===== config.mk =====
export PLATFORM = sky130hd
export DESIGN_NAME = boot_sequencer
export DESIGN_NICKNAME = d
export VERILOG_FILES = /design/src/rtl/boot_pkg.sv /design/src/rtl/byte_packer.sv /design/src/rtl/boot_sequencer.sv
export SDC_FILE = /design/constraint.sdc
export NUM_CORES = 1
export LEC_CHECK = 0
export CAP_MARGIN = 20
export CORE_ASPECT_RATIO = 1.4
export CORE_MARGIN = 4
export CORE_UTILIZATION = 23
export DETAILED_ROUTE_END_ITERATION = 10
export HOLD_SLACK_MARGIN = 0.06
export PLACE_DENSITY = 0.48
export SETUP_SLACK_MARGIN = 0.02
export SLEW_MARGIN = 20
export SYNTH_ARGS = -nofsm -noshare
export SYNTH_HDL_FRONTEND = slang
export SYNTH_SLANG_ARGS = --single-unit

===== constraint.sdc =====
create_clock -name clk -period 3.85 [get_ports clk]
set_input_delay 0.385 -clock clk [delete_from_list [all_inputs] [get_ports clk]]
set_output_delay 0.385 -clock clk [all_outputs]
set_load 0.02 [all_outputs]

===== src/rtl/boot_pkg.sv =====
// Shared state encoding and handshake bytes for the boot sequencer.
package boot_pkg;
  typedef enum logic [2:0] {
    ACK_P, RX_PROG, ACK_D, RX_DATA, RUN, TX_RD, TX_WAIT, TX_OUT
  } boot_state_t;

  localparam logic [7:0] ACK_PROG = 8'h99;
  localparam logic [7:0] ACK_DATA = 8'haa;
endpackage


===== src/rtl/byte_packer.sv =====
// Little-endian byte-to-word packer; a completed word or a flushed partial word
// (zero-padded) is presented on word_vld one cycle later. No backpressure.
module byte_packer #(
  parameter int DATAW = 32
) (
  input  logic             clk,
  input  logic             rst,
  input  logic             byte_vld,
  input  logic [7:0]       byte_dat,
  input  logic             flush,
  output logic             word_vld,
  output logic [DATAW-1:0] word_dat
);
  localparam int NB = DATAW / 8;
  localparam int CW = (NB > 1) ? $clog2(NB) : 1;

  logic [DATAW-1:0] acc_q, acc_d;
  logic [DATAW-1:0] word_q, word_d;
  logic [CW-1:0]    cnt_q, cnt_d;
  logic             vld_q, vld_d;

  always_comb begin
    acc_d  = acc_q;
    cnt_d  = cnt_q;
    word_d = word_q;
    vld_d  = 1'b0;
    if (byte_vld) begin
      acc_d[{cnt_q, 3'b000} +: 8] = byte_dat;
      cnt_d = cnt_q + 1'b1;
    end
    // The accumulator is cleared after every word, so a flush is already zero-padded.
    if (byte_vld && cnt_q == CW'(NB - 1)) begin
      vld_d  = 1'b1;
      word_d = acc_d;
      acc_d  = '0;
      cnt_d  = '0;
    end else if (flush) begin
      if (byte_vld || cnt_q != '0) begin
        vld_d  = 1'b1;
        word_d = acc_d;
      end
      acc_d = '0;
      cnt_d = '0;
    end
  end

  always_ff @(posedge clk) begin
    if (rst) begin
      acc_q  <= '0;
      word_q <= '0;
      cnt_q  <= '0;
      vld_q  <= 1'b0;
    end else begin
      acc_q  <= acc_d;
      word_q <= word_d;
      cnt_q  <= cnt_d;
      vld_q  <= vld_d;
    end
  end

  assign word_vld = vld_q;
  assign word_dat = word_q;
endmodule


===== src/rtl/boot_sequencer.sv =====
// Boot/IO sequencer: handshake, load program and data sections, run the core, stream results.
// Write strobe one cycle after the completing byte; transmit bytes held stable until tx_ready.
module boot_sequencer
  import boot_pkg::*;
#(
  parameter int          DATAW       = 32,
  parameter int          IADDRW      = 14,
  parameter int          DADDRW      = 16,
  parameter int          RD_LAT      = 2,
  parameter int          LEN_PREFIX  = 0,
  parameter int unsigned RESULT_BASE = 0
) (
  input  logic              clk,
  input  logic              rst,
  input  logic              rx_valid,
  input  logic [7:0]        rx_data,
  input  logic              rx_timeout,
  output logic              tx_valid,
  output logic [7:0]        tx_data,
  input  logic              tx_ready,
  output logic              imem_we,
  output logic [IADDRW-1:0] imem_addr,
  output logic [DATAW-1:0]  imem_wdata,
  output logic              dmem_we,
  output logic              dmem_re,
  output logic [DADDRW-1:0] dmem_addr,
  output logic [DATAW-1:0]  dmem_wdata,
  input  logic [DATAW-1:0]  dmem_rdata,
  output logic              mem_sel,
  output logic              core_start,
  input  logic              core_done,
  input  logic [31:0]       result_bytes
);
  localparam int NB = DATAW / 8;
  localparam int CW = (NB > 1) ? $clog2(NB) : 1;
  localparam int WW = $clog2(RD_LAT + 1);
  localparam int AW = (IADDRW > DADDRW) ? IADDRW : DADDRW;
  localparam bit LP = (LEN_PREFIX != 0);

  boot_state_t      st_q, st_d;
  logic [AW-1:0]    addr_q, addr_d;
  logic [31:0]      remain_q, remain_d, len_q, len_d;
  logic [DATAW-1:0] shreg_q, shreg_d;
  logic [CW-1:0]    bcnt_q, bcnt_d;
  logic [WW-1:0]    wcnt_q, wcnt_d;
  logic [2:0]       hdr_q, hdr_d;
  logic             end_q, end_d;
  logic             tx_valid_q, tx_valid_d, dmem_re_q, dmem_re_d;
  logic             mem_sel_q, mem_sel_d, core_start_q, core_start_d;
  logic [7:0]       tx_data_q, tx_data_d;
  logic             pk_in, pk_flush, pk_vld, sec_end, tx_acc;
  logic [DATAW-1:0] pk_word;

  byte_packer #(.DATAW(DATAW)) u_pack (
    .clk      (clk),
    .rst      (rst),
    .byte_vld (pk_in),
    .byte_dat (rx_data),
    .flush    (pk_flush),
    .word_vld (pk_vld),
    .word_dat (pk_word)
  );

  always_comb begin
    st_d = st_q;  addr_d = addr_q;  remain_d = remain_q;  len_d = len_q;
    shreg_d = shreg_q;  bcnt_d = bcnt_q;  wcnt_d = wcnt_q;  hdr_d = hdr_q;
    end_d = end_q;  tx_valid_d = 1'b0;  tx_data_d = tx_data_q;
    pk_in = 1'b0;  pk_flush = 1'b0;  sec_end = 1'b0;
    tx_acc = tx_valid_q & tx_ready;
    if (pk_vld) addr_d = addr_q + AW'(NB);
    case (st_q)
      ACK_P, ACK_D: begin
        tx_data_d  = (st_q == ACK_P) ? ACK_PROG : ACK_DATA;
        tx_valid_d = ~tx_acc;
        if (tx_acc) st_d = (st_q == ACK_P) ? RX_PROG : RX_DATA;
      end
      RX_PROG, RX_DATA: begin
        if (!end_q) begin
          if (rx_valid) begin
            if (LP && hdr_q != 3'd4) begin
              len_d[{hdr_q[1:0], 3'b000} +: 8] = rx_data;
              hdr_d = hdr_q + 3'd1;
              if (hdr_q == 3'd3 && {rx_data, len_q[23:0]} == 32'd0) sec_end = 1'b1;
            end else begin
              pk_in = 1'b1;
              if (LP) begin
                len_d = len_q - 32'd1;
                if (len_q == 32'd1) sec_end = 1'b1;
              end
            end
          end
          if (!LP && rx_timeout) sec_end = 1'b1;
          pk_flush = sec_end;
          end_d    = sec_end;
        end else begin
          // Flush write lands this cycle; then restart addressing for the next section.
          end_d  = 1'b0;
          hdr_d  = '0;
          len_d  = '0;
          addr_d = '0;
          st_d   = (st_q == RX_PROG) ? ACK_D : RUN;
        end
      end
      RUN: begin
        if (core_done) begin
          remain_d = result_bytes;
          addr_d   = AW'(RESULT_BASE);
          st_d     = (result_bytes == 32'd0) ? ACK_P : TX_RD;
        end
      end
      TX_RD: begin
        wcnt_d = WW'(1);
        st_d   = TX_WAIT;
      end
      TX_WAIT: begin
        if (wcnt_q == WW'(RD_LAT)) begin
          shreg_d = dmem_rdata;
          bcnt_d  = '0;
          st_d    = TX_OUT;
        end else begin
          wcnt_d = wcnt_q + 1'b1;
        end
      end
      TX_OUT: begin
        tx_valid_d = 1'b1;
        if (tx_acc) begin
          shreg_d  = shreg_q >> 8;
          remain_d = remain_q - 32'd1;
          bcnt_d   = bcnt_q + 1'b1;
          if (remain_d == 32'd0) begin
            st_d       = ACK_P;
            tx_valid_d = 1'b0;
          end else if (bcnt_q == CW'(NB - 1)) begin
            st_d       = TX_RD;
            tx_valid_d = 1'b0;
            addr_d     = addr_q + AW'(NB);
          end
        end
        tx_data_d = shreg_d[7:0];
      end
      default: st_d = ACK_P;
    endcase
    dmem_re_d    = (st_d == TX_RD);
    mem_sel_d    = (st_d == RUN);
    core_start_d = (st_d == RUN) && (st_q != RUN);
  end

  always_ff @(posedge clk) begin
    if (rst) begin
      st_q <= ACK_P;  addr_q <= '0;  remain_q <= '0;  len_q <= '0;
      shreg_q <= '0;  bcnt_q <= '0;  wcnt_q <= '0;  hdr_q <= '0;  end_q <= 1'b0;
      tx_valid_q <= 1'b0;  tx_data_q <= '0;  dmem_re_q <= 1'b0;
      mem_sel_q <= 1'b0;  core_start_q <= 1'b0;
    end else begin
      st_q <= st_d;  addr_q <= addr_d;  remain_q <= remain_d;  len_q <= len_d;
      shreg_q <= shreg_d;  bcnt_q <= bcnt_d;  wcnt_q <= wcnt_d;  hdr_q <= hdr_d;  end_q <= end_d;
      tx_valid_q <= tx_valid_d;  tx_data_q <= tx_data_d;  dmem_re_q <= dmem_re_d;
      mem_sel_q <= mem_sel_d;  core_start_q <= core_start_d;
    end
  end

  assign tx_valid   = tx_valid_q;
  assign tx_data    = tx_data_q;
  assign imem_we    = pk_vld && (st_q == RX_PROG);
  assign dmem_we    = pk_vld && (st_q == RX_DATA);
  assign imem_addr  = addr_q[IADDRW-1:0];
  assign dmem_addr  = addr_q[DADDRW-1:0];
  assign imem_wdata = pk_word;
  assign dmem_wdata = pk_word;
  assign dmem_re    = dmem_re_q;
  assign mem_sel    = mem_sel_q;
  assign core_start = core_start_q;
endmodule


==> results.toml, run 1 <==
[clocking]
post_cts_resized = 0
cts.sinks = 165
cts_tree = "done"
htree_num_levels = 4
cts_made_buffers = 17
worst_skew_pair.late_latency_ps = 450
clockRootBuffer = "clkbuf_16"
cts_setup_buffers = 0
path_clk_slew_ps = 70
clockBufferDepth = 2
cts_hold_buf = 0

[yosys]
synthCells = 1090
synth-edff-count = 0
syn-mean-instance-area_um2 = 7.71
async_flop_share = 0
ys.flop_type = "dfxtp_1"
ys_warn_count = 0
synth_area_um2 = 8400
ys_ff_latch = 165
synth_cell_types = 56
synth_seq_area_share = 0.393

[power]
vdd_drop_max_v = 0.000312
switching_power_mw = 1.01
switching_share = 0.264
intPower_mw = 2.80
comb_power_share = 0.095
seq_power_share = 0.459
leakage_nw = 3.84
p_clk_frac = 0.446
power_density_nw_per_um2 = 348

[sta]
min_period_ps = 3540
worst_pin_slew_ps = 946
setup-tns-final_ps = 0
max_clock_freq_mhz = 282
final_hold_viol_count = 0
fin_ws_ps = 309
relSlewSlack = 0.368
slew_viol_final = 0
rsz0062_at_grt = "no"
skew_ps = 11.6
finalSetupViolCount = 0
finalCritPeriodShare = 0.920

[status]
status = "completed"

[setup_path]
critPathArrivalTime_ps = 3900
crit_type = "flip-flop to flip-flop"
setup.worst_path.end_class = "flip-flop"
cp_max_fo = 11
start_kind = "flip-flop"
critPathRequiredTime_ps = 4210

[drt]
drc = 0
first_pass_iters = 5
vias = 8091
final_antenna_net_count = 0
via_per_inst = 4.84
top_layer_used = "met4"
wire_per_inst_um = 17.2
wl_met1_mm = 12.1
wl_mm = 28.8
drt_iter0_markers = 504
routed-wl-met3_mm = 1.21
dr_wl_met2_mm = 15.0

[global_routing]
grt_pass1_wl_mm = 44.0
grtUsageTotal = 0.141
grt_pass1_vias = 7680
antenna_found_initial = 0
overflow = 0
grt_max_degree = 67

[cells_and_area]
layout.nets = 1284
synthToLayoutAreaGrowth_pct = 30.5
layout-drive-gt1-share = 0.0654
most-common-layout-cells = "180 x clkdlybuf4s50_1, 166 x nor2_1, 165 x dfxtp_1"
n_fill_cell = 3893
final_common_cell = "clkdlybuf4s50_1"
antenna_cells = 0

[placed_design]
place.gp.congestion = 0.834
post-place-ws_ps = 141
dpl.hpwl_mm = 20.4
portBuffers = 181

[floorplanning]
dieHeight_um = 234
die-area_um2 = 39700
initial_utilization = 0.234
ios = 186
die_w_um = 170
rows = 82
core_um2 = 35900

[min_path]
hp-class = "input port to flip-flop"

[flow_run]
drv_cap = 0
synthesized netlist by cell type, types with 7 or more instances:
cell | n | share of area
a211oi_1 | 45 | 0.040
a21oi_1 | 92 | 0.055
a22oi_1 | 16 | 0.014
a311oi_1 | 18 | 0.019
and3_1 | 33 | 0.025
buf_4 | 49 | 0.044
clkbuf_1 | 64 | 0.029
dfxtp_1 | 165 | 0.39
ha_1 | 11 | 0.016
inv_1 | 20 | 0.0089
nand2_1 | 107 | 0.048
nand3_1 | 40 | 0.024
nand4_1 | 9 | 0.0067
nand4b_1 | 7 | 0.0073
nor2_1 | 166 | 0.074
nor3_1 | 31 | 0.018
nor4_1 | 21 | 0.016
o211ai_1 | 13 | 0.012
o21ai_0 | 52 | 0.031
o22ai_1 | 10 | 0.0074
o31ai_1 | 12 | 0.011
or3_1 | 8 | 0.0060
xnor2_1 | 9 | 0.0094
layer usage:
metal  vias up  track usage
li1       4067            -
met1      3851        0.167
met2       149        0.252
met3        24       0.0319
met4         0       0.0443
met5         -            0
final cells by class:
class / count / area, µm² / share of cell area
Multi-Input combinational cell: 785 / 4420 / 0.403
Sequential cell: 165 / 3300 / 0.301
Timing Repair Buffer: 206 / 2010 / 0.184
Tap cell: 462 / 578 / 0.0527
Clock buffer: 18 / 429 / 0.0392
Clock inverter: 14 / 140 / 0.0128
Inverter: 20 / 75.1 / 0.00685
per-stage QoR:
stage               utilization  hold slack (ps)  area [µm²]  power [mW]  cells
global placement          0.289              456       10400        2.16   1638
floorplan                     -              445        8410        1.97   1093
finish                    0.305              415       11000        3.81   1670
detailed placement        0.289              459       10400        2.16   1638
global route              0.305              429       11000        3.97   1670
CTS                       0.305              406       10900        3.87   1670
final timing paths:
kind	startpoint	slack, ps	to	cells past startpoint
worst max-delay path	remain_q[1]	310	dmem_addr[10]	12
worst min-delay path	rst	420	remain_q[21]	2
worst min register to register	shreg_q[31]	470	shreg_q[31]	2
worst max register to register	remain_q[1]	310	dmem_addr[10]	12
kinds of logic after synthesis:
| kind of cell | Yosys count | share of synthesized area |
|---|---|---|
| xor gates and xnor gates | 15 | 0.0156 |
| and+or+nand+nor | 466 | 0.264 |
| adders and majority gates | 11 | 0.0164 |
| muxes | 7 | 0.00864 |
| buffers and inverters | 143 | 0.0874 |
| DFF | 165 | 0.393 |
| AOI/OAI and AO/OA | 282 | 0.214 |
| other | 1 | 0.000446 |
critical path, stage by stage (launching register included):
cell and delay (ps):
dfxtp_1 360, inv_1 100, ha_2 220, or3b_4 440, nor4_4 290, nand2_1 140
xnor2_1 160, or4_4 530, or4_4 580, a221oi_2 280, buf_6 190, o211ai_1 100
o31ai_1 80
flip-flops by register name, summed over array words and instances, names as in the netlist:
| signal | count |
|---|---|
| end_q | 1 |
| st_q | 3 |
| u_pack.word_vld | 1 |
| u_pack.word_dat | 32 |
| bcnt_q | 2 |
| dmem_re | 1 |
| mem_sel | 1 |
| u_pack.acc_q | 32 |
| tx_data | 8 |
| core_start | 1 |
| shreg_q | 32 |
| dmem_addr | 14 |
| wcnt_q | 2 |
| tx_valid | 1 |
| u_pack.cnt_q | 2 |
| remain_q | 32 |
power by group through the flow:
stage | logic [mW] | clock network, mW | registers, mW
CTS | 0.369 | 1.75 | 1.75
global placement | 0.367 | 0 | 1.79
detailed placement | 0.368 | 0 | 1.79
floorplan | 0.164 | 0 | 1.80
global route | 0.394 | 1.82 | 1.75
finish | 0.364 | 1.70 | 1.75
Note: power is estimated with default switching activity, not from simulation.
==> run 2, diff against run 1 <==
- CTS_CLUSTER_SIZE: default -> 20
==> results of run 2 <==
Final layout, timing and power as in run 1 (identical DEF).
==> run 3, diff against run 2 <==
- MAX_ROUTING_LAYER: default -> met4
- PLACE_DENSITY: 0.48 -> 0.49
==> run 3 against run 2 <==
Compared with the run above:
- non-clock buffer count rose by 3
- first-iteration DRC count shrank 0.99%
- combinational power barely moved
- total power grew 2.9%
- final area rose by 0.68%
- count of clock-buffer cells in the layout stayed put
- global-route usage increased by 0.21 points
- highest routed layer unchanged
- routed wire length down 1.5%
- maximum frequency is 3.6% lower
==> results.toml, run 3 (same netlist as run 1, synthesis figures left out) <==
[status]
status = "completed"

[global_routing]
grtUsageTotal = 0.143
antenna_found_initial = 1
grt_pass1_wl_mm = 43.3
grt_max_degree = 63
overflow = 0
grt_pass1_vias = 7774

[placed_design]
portBuffers = 181
place_area_um2 = 10400
dpl.hpwl_mm = 20.1
place.gp.congestion = 0.860

[sta]
min_period_ps = 3670
rsz0062_at_grt = "no"
slew_viol_final = 0
finalSetupViolCount = 0
setup-tns-final_ps = 0
max_clock_freq_mhz = 272
worst_pin_slew_ps = 1010
skew_ps = 10.4
finalCritPeriodShare = 0.954
relSlewSlack = 0.325
final_hold_viol_count = 0
holdWs_ps = 431

[setup_path]
timing.rr.start = "remain_q[1]"
critPathSlowestCell = "or4_4"
critPathArrivalTime_ps = 4030
critical_path_buf_inv_count = 2
slowest_delay_ps = 580
crit_family = "simple AND/OR/NAND/NOR gates"
start_kind = "flip-flop"
crit_top_cell = "or4_4"
r2r_cells = 12
worst-r2r-setup-slack_ps = 180
rr_endpoint = "dmem_addr[5]"
crit_type = "flip-flop to flip-flop"
cp_max_fo = 5
critPathRequiredTime_ps = 4210
setup.worst_path.end_class = "flip-flop"
path_cells = "inv_1 > ha_1 > or3b_4 > nor4_4 > nand2_1 > xnor2_1 > or4_4 > or4_4 > a221oi_4 > clkdlybuf4s15_2 > o211ai_1 > o31ai_1"

[cells_and_area]
layout-drive-gt1-share = 0.0669
n_fill_cell = 3860
most-common-layout-cells = "180 x clkdlybuf4s50_1, 166 x nor2_1, 165 x dfxtp_1"
fin_area_um2 = 11000
final_common_cell = "clkdlybuf4s50_1"
synthToLayoutAreaGrowth_pct = 31.4
layout.nets = 1287

[drt]
wire_per_inst_um = 17.0
drc = 0
final_antenna_net_count = 0
wl_mm = 28.4
drt_iter0_markers = 499
vias = 8155
first_pass_iters = 4
via_per_inst = 4.87

[clocking]
clockRootBuffer = "clkbuf_16"
path_clk_slew_ps = 70
cts_made_buffers = 17
worst_skew_pair.late_latency_ps = 450
cts_tree = "done"
htree_num_levels = 4
clockBufferDepth = 2
cts.sinks = 165

[min_path]
min_from = "rst"
hold_end = "tx_data[0]"
hp-class = "input port to flip-flop"
hold_depth = 2

[power]
leakage_nw = 3.88
power_density_nw_per_um2 = 355
vdd_drop_max_v = 0.000324

[floorplanning]
die-area_um2 = 39700
rows = 82
die_w_um = 170
ios = 186
initial_utilization = 0.234
core_um2 = 35900
dieHeight_um = 234

[flow_run]
drv_cap = 0
## run 3: per-layer routing
layer | vias up | wire, µm | track usage | part of all wire
met4 | 0 | 514 | 0.0481 | 0.018
met3 | 30 | 1150 | 0.0292 | 0.041
met1 | 3887 | 12000 | 0.162 | 0.42
met5 | - | 0 | - | 0
li1 | 4091 | - | - | -
met2 | 147 | 14700 | 0.252 | 0.52
## run 3: timing repair
action | in CTS | in global routing
setup buffers | 0 | 0
resized for setup | 0 | 3
hold buffers | 0 | 0
endpoints found under the setup margin | 0 | 11
## run 3: area by class of cell
| cell class | count | area, µm² | share of cell area |
|---|---|---|---|
| Inverter | 20 | 75.1 | 0.00680 |
| Timing Repair Buffer | 209 | 2040 | 0.184 |
| Sequential cell | 165 | 3300 | 0.299 |
| Antenna cell | 1 | 2.50 | 0.000227 |
| Clock inverter | 14 | 181 | 0.0164 |
| Multi-Input combinational cell | 785 | 4430 | 0.401 |
| Clock buffer | 18 | 429 | 0.0389 |
| Tap cell | 462 | 578 | 0.0524 |
## run 3: worst max path at each step
stage,to,slack [ps],start,depth (start not counted)
2_1_floorplan,dmem_addr[10],250,remain_q[0],12
3_3_place_gp,dmem_addr[7],160,remain_q[1],12
3_5_place_dp,dmem_addr[6],100,remain_q[1],12
4_1_cts,dmem_addr[12],70,remain_q[1],12
5_1_grt,dmem_addr[5],30,remain_q[1],12
6_report,dmem_addr[5],180,remain_q[1],12
## run 3: where the power goes
part,total [mW],leakage (nW),switching (mW),internal [mW]
sequential,1.75,1.33,0.0211,1.73
clock,1.81,0.297,0.820,0.990
combinational,0.363,2.25,0.195,0.168
## run 3: per-stage QoR
stage	power (mW)	setup slack, ps	util	instances
after floorplan	1.97	247	-	1093
after global placement	2.15	159	0.289	1640
after detailed placement	2.15	99.7	0.289	1640
after CTS	3.98	68.3	0.306	1672
after global routing	4.07	26.2	0.307	1674
final	3.92	176	0.307	1674
